==> config.mk <==
export PLATFORM = sky130hd
export DESIGN_NAME = pc_sequencer
export DESIGN_NICKNAME = d
export VERILOG_FILES = /design/src/rtl/pc_sequencer.sv
export SDC_FILE = /design/constraint.sdc
export NUM_CORES = 1
export LEC_CHECK = 0
export CAP_MARGIN = 25
export CORE_ASPECT_RATIO = 1.1
export CORE_MARGIN = 3
export CORE_UTILIZATION = 42
export DETAILED_ROUTE_END_ITERATION = 6
export PLACE_DENSITY = 0.89
export SETUP_SLACK_MARGIN = 0.5
export SYNTH_ARGS = -nofsm -noshare
export SYNTH_HDL_FRONTEND = slang
export SYNTH_SLANG_ARGS = --single-unit
==> constraint.sdc <==
create_clock -name Clk -period 5.34 [get_ports Clk]
set_input_delay 1.602 -clock Clk [delete_from_list [all_inputs] [get_ports Clk]]
set_output_delay 1.602 -clock Clk [all_outputs]
set_load 0.02 [all_outputs]
==> src/rtl/pc_sequencer.sv <==
// pc_sequencer: fetch-side PC sequencer (IDLE/FETCH/ADVANCE/HOLD); optional exception vectoring under `EXC_VECTOR_EN
module pc_sequencer #(
  parameter logic [31:0] RESET_PC   = 32'h0000_0000,
  parameter logic [31:0] EXC_VECTOR = 32'h0000_0080
) (
  input  logic        Clk,
  input  logic        Reset,
  input  logic        Stall,
  input  logic        BranchTaken,
  input  logic [31:0] BranchTarget,
  input  logic        Jump,
  input  logic [31:0] JumpTarget,
  output logic        IMemReq,
  output logic [31:0] IMemAddr,
  input  logic        IMemAck,
  output logic        InstrValid,
  output logic [31:0] PCResult,
  output logic [31:0] PCAddResult
`ifdef EXC_VECTOR_EN
  ,
  input  logic        Exception,
  output logic [31:0] EPC
`endif
);
  typedef enum logic [1:0] {IDLE, FETCH, ADVANCE, HOLD} state_t;
  state_t state, state_nx;
  logic [31:0] seq_pc, pc_nx;
  logic upd, take_exc;
  assign PCAddResult = PCResult + 32'd4;
  assign IMemAddr = PCResult;
  assign seq_pc = Jump ? {JumpTarget[31:2], 2'b00} :
                  BranchTaken ? {BranchTarget[31:2], 2'b00} : PCAddResult;
`ifdef EXC_VECTOR_EN
  logic exc_pend;
  assign take_exc = exc_pend && (state == ADVANCE || state == HOLD);
  assign pc_nx = take_exc ? EXC_VECTOR : seq_pc;
  // sticky pending flag; re-armed by an Exception arriving as the vector loads
  always_ff @(posedge Clk) begin
    if (!Reset) begin
      exc_pend <= 1'b0;
      EPC      <= 32'h0;
    end else begin
      exc_pend <= take_exc ? Exception : (exc_pend | Exception);
      if (take_exc) EPC <= PCResult;
    end
  end
`else
  logic unused_exc;
  assign unused_exc = &{1'b0, EXC_VECTOR};
  assign take_exc = 1'b0;
  assign pc_nx = seq_pc;
`endif
  // next-state: redirects are only sampled in ADVANCE/HOLD, so FETCH/IDLE ignore them
  always_comb begin
    state_nx = state;
    upd = 1'b0;
    case (state)
      IDLE:    state_nx = FETCH;
      FETCH:   state_nx = IMemAck ? ADVANCE : FETCH;
      ADVANCE, HOLD: begin
        upd = take_exc || !Stall;
        state_nx = upd ? FETCH : HOLD;
      end
      default: state_nx = IDLE;
    endcase
  end
  // state, PC and registered outputs decoded from the upcoming state
  always_ff @(posedge Clk) begin
    if (!Reset) begin
      state      <= IDLE;
      PCResult   <= RESET_PC;
      IMemReq    <= 1'b0;
      InstrValid <= 1'b0;
    end else begin
      state      <= state_nx;
      if (upd) PCResult <= pc_nx;
      IMemReq    <= state_nx == FETCH;
      InstrValid <= state_nx == ADVANCE;
    end
  end
endmodule

Word-level counts from Yosys, hierarchy flattened

Index checks and enable logic that the tools add are counted.

Add/sub/neg operators: 1
Equality and inequality tests: 5
Multiplexer cells: 6
Reduce and logical (&&, ||, !) cells: 3

Operators with widths:

| cell                                                            | count |
|---|---|
| 32-bit 2-to-1 mux                                               | 2 |
| 32-bit by 3-bit adder with 32-bit output, second input constant | 1 |
| 2-bit == test, second input constant                            | 3 |
| 2-bit case mux with 3 select lines                              | 1 |
| 2-bit by 1-bit == test with 1-bit output, second input constant | 2 |
| 2-bit 2-to-1 mux                                                | 2 |
| 2-bit zero test                                                 | 1 |
| 2-bit OR reduction                                              | 1 |
| 1-bit zero test                                                 | 1 |
| 1-bit 2-to-1 mux                                                | 1 |

Register bits: 36
Logic and storage cells: 19

Longest topological paths before layout

Depth after elaboration: 4
Depth in mapped cells: 7

Least setup slack after synthesis

Ideal clock, no wire load.

Path type: register -> output
From: register PCResult[11], in the netlist IMemAddr[11]
To: output port PCAddResult[25]
Arrival: 1.940 ns
Path slack: 1.798 ns
Cell stages (with the launch flop): 8
Cells stage by stage: dfxtp_1 -> buf_4 -> and4_1 -> buf_2 -> nand4_4 -> nor3_2 -> nand2_1 -> xnor2_1

Word-level cells in the longest chain between the ends: 1

RTL lines:

| element                                  | RTL line | text |
|---|---|---|
| start: declaration                       | 17       | `output logic [31:0] PCResult,` |
| start signal: assignment                 | 76       | `if (upd) PCResult <= pc_nx;` |
| 32-bit by 3-bit adder with 32-bit output | 29       | `assign PCAddResult = PCResult + 32'd4;` |
| end: declaration                         | 18       | `output logic [31:0] PCAddResult` |

Every way passes these cells.

Worst setup path in the final report

From: register PCResult[2], in the netlist IMemAddr[2]
To: output port PCAddResult[22]

The elaborated chain is that of the path after synthesis.

==> qor.yml <==
synthesis:
  synth_top_cell_by_area: "dfxtp_1"
  ys_types: 58
  ys_seq_elements: 34
  synth_ff_type: "dfxtp_1"
  async_flop_share_pct: 0
  syn_area_mm2: 0.00286
  seq_area_frac_synth_pct: 23.8
  synth-edff-count: 0
  synth_cells: 376
  yosys-top-cells-area: "dfxtp_1, buf_4, nand2_1, a21oi_1, xor2_1"
  avgSynthCellArea_um2: 7.60
  netlist.area_leader.share_pct: 23.8
  ys.warnings.count: 0
floorplan:
  num_rows: 30
  design.core.area_mm2: 0.00638
  fp.dieH_um: 92.5
  die_x_um: 84.7
  dieArea_mm2: 0.00783
  ios: 168
  start_util_pct: 44.8
pwr:
  switchingPower_mw: 0.207
  power_density_mw_per_mm2: 164
  combPwrFrac_pct: 26.9
  p_int_mw: 0.501
  peakVddDrop_mv: 0.0967
  leakagePower_nw: 1.57
  switching_share_pct: 29.2
  power.total_mw: 0.708
  p_clk_share_pct: 34.0
  seq_power_share_pct: 39.0
critical_path:
  cpMaxStageDelayCell: "dfxtp_1"
  crit_type: "flip-flop to output port"
  cp.required_ps: 3740
  cp.arrival_ps: 2930
  start_kind: "flip-flop"
  timing.critical_path.buf_inv: 1
  path_delay_family: "simple AND/OR/NAND/NOR gates"
  crit_path_cell_trace: "ha_1, and3_1, nand4_2, o21a_1, or2_2, clkdlybuf4s50_1"
  cpPeakStageDelay_ps: 570
  cp-end-kind: "output port"
  path_max_fanout: 11
timing:
  fin_setup_tns_ps: 0
  rsz0062_at_grt: "false"
  fin_crit_sh_pct: 84.8
  hold_viol: 0
  max_freq_mhz: 221
  finalCriticalPeriod_ps: 4530
  worst_slew_pin_slew_ps: 794
  setup_viol_count_final: 0
  slew_headroom_pct: 46.9
  skew_ps: 3.36
  finalMaxSlewViolations: 0
clock_network:
  cts-htree-levels: 2
  max-clock-path-buffers: 2
  clk_latency_ps: 290
  root_buffer: "clkbuf_8"
  numCtsBuffers: 5
  cts.reportedPaths.clkPinSlew_ps: 80
  hold_buffers: 0
  post_cts_resized: 0
  postCtsSetupRepairBufs: 0
  clock-sinks: 34
  cts_tree: "built"
route:
  vias: 3241
  drc: 0
  ant_nets: 0
  wl_per_cell_um: 17.3
  drt-pass1-iter-count: 5
  avgViaCountPerCell: 5.71
  drtIter0Drc: 140
  drt-total-wl_um: 9840
grt:
  grtUsageTotal_pct: 25.0
  grt_pass1_vias: 3242
  grt_pass1_wl_um: 16100
  grt.overflow.total: 0
  grt_antenna_before_repair: 0
  grt_max_degree: 30
outcome:
  status: "complete, no violations"
cells_and_area:
  layout.nets: 558
  final_cells: 568
  diodes: 0
  final_area_mm2: 0.00432
  area_growth_pct: 51.1
  layout_commonest_cell: "clkdlybuf4s50_1"
  fillers: 567
  layout-drive-gt1-share_pct: 6.15
  final_cell_mix: "clkdlybuf4s50_1, nand2_1, dfxtp_1"
placement:
  dp_hpwl_um: 7240
  place_inst: 560
  port_buffers: 157
  placed_area_mm2: 0.00421
  finalWeightedCongestion: 0.818
hold_path:
  hold_class: "flip-flop to flip-flop"
run:
  cap_violations: 0
[state kept, by name, summed over array words and instances (netlist names)]
name	cells
state	2
IMemReq	1
InstrValid	1
IMemAddr	30
[kinds of logic (layout without fill, tap and decap cells)]
family | after synthesis | after routing | synth area share [%]
DFF | 34 | 34 | 23.8
and+or+nand+nor | 129 | 129 | 25.7
other | 1 | 6 | 0.131
muxes | 3 | 3 | 1.09
xor gates and xnor gates | 27 | 27 | 8.28
adders and majority gates | 1 | 1 | 0.438
AOI/OAI and AO/OA | 111 | 111 | 26.1
buffers and inverters | 70 | 177 | 14.4
[synthesized netlist by cell type (5+ instances only)]
cell type,instances
and3_1,10
buf_4,39
nor3_1,9
nand4_1,6
dfxtp_1,34
nand2_1,41
a22oi_1,12
a21oi_1,27
nand3_1,11
xor2_1,14
o22ai_1,5
a31oi_1,6
clkbuf_1,19
o21ai_0,17
o21a_1,7
o211ai_1,9
nand2b_1,6
xnor2_1,13
nor2_1,18
[metal layers]
| layer | up-vias | routed length (um) | GRT usage [%] |
|---|---|---|---|
| li1 | 1552 | - | - |
| met1 | 1524 | 3860 | 29.4 |
| met2 | 148 | 5010 | 45.3 |
| met3 | 17 | 799 | 5.78 |
| met4 | 0 | 167 | 6.33 |
| met5 | - | 0 | 0 |
[power by group through the flow]
stage,clock network (mW),registers [mW],logic (mW)
after floorplan,0,0.287,0.0908
after global placement,0,0.282,0.188
after detailed placement,0,0.282,0.191
after CTS,0.246,0.276,0.192
after global routing,0.255,0.279,0.204
final,0.241,0.276,0.191
[final cells by class]
type | count | area (um2) | area share [%]
timing repair buffer | 164 | 1620 | 37.6
inverter | 5 | 18.8 | 0.435
sequential | 34 | 681 | 15.8
tap | 80 | 100 | 2.32
clock buffer | 5 | 68.8 | 1.59
multi-input combinational | 277 | 1790 | 41.4
clock inverter | 3 | 40.0 | 0.927
[stage by stage]
step | setup WS (ps) | util, % | hold slack, ps
global route | 632 | 67.7 | 552
detailed placement | 1140 | 66.0 | 500
CTS | 825 | 67.7 | 514
floorplan | 1800 | - | 474
global placement | 1200 | 66.0 | 486
finish | 810 | 67.7 | 512
[worst register-to-register path, stage by stage (launching register included)]
cell	delay, ps
dfxtp_1	570
ha_1	400
and3_1	250
nand4_2	290
nor2_1	210
xor2_1	100
o311a_1	350
[worst paths after layout]
kind | startpoint | endpoint | slack, ps | depth (start not counted)
setup / recovery | IMemAddr[2]$_SDFFE_PN0P_ | PCAddResult[22] | 810 | 6
hold / removal | state[1]$_SDFF_PN0_ | state[1]$_SDFF_PN0_ | 510 | 2
setup reg to reg | IMemAddr[2]$_SDFFE_PN0P_ | IMemAddr[18]$_SDFFE_PN0P_ | 3060 | 6
hold reg to reg | state[1]$_SDFF_PN0_ | state[1]$_SDFF_PN0_ | 510 | 2
(Power assumes the default switching activity.)
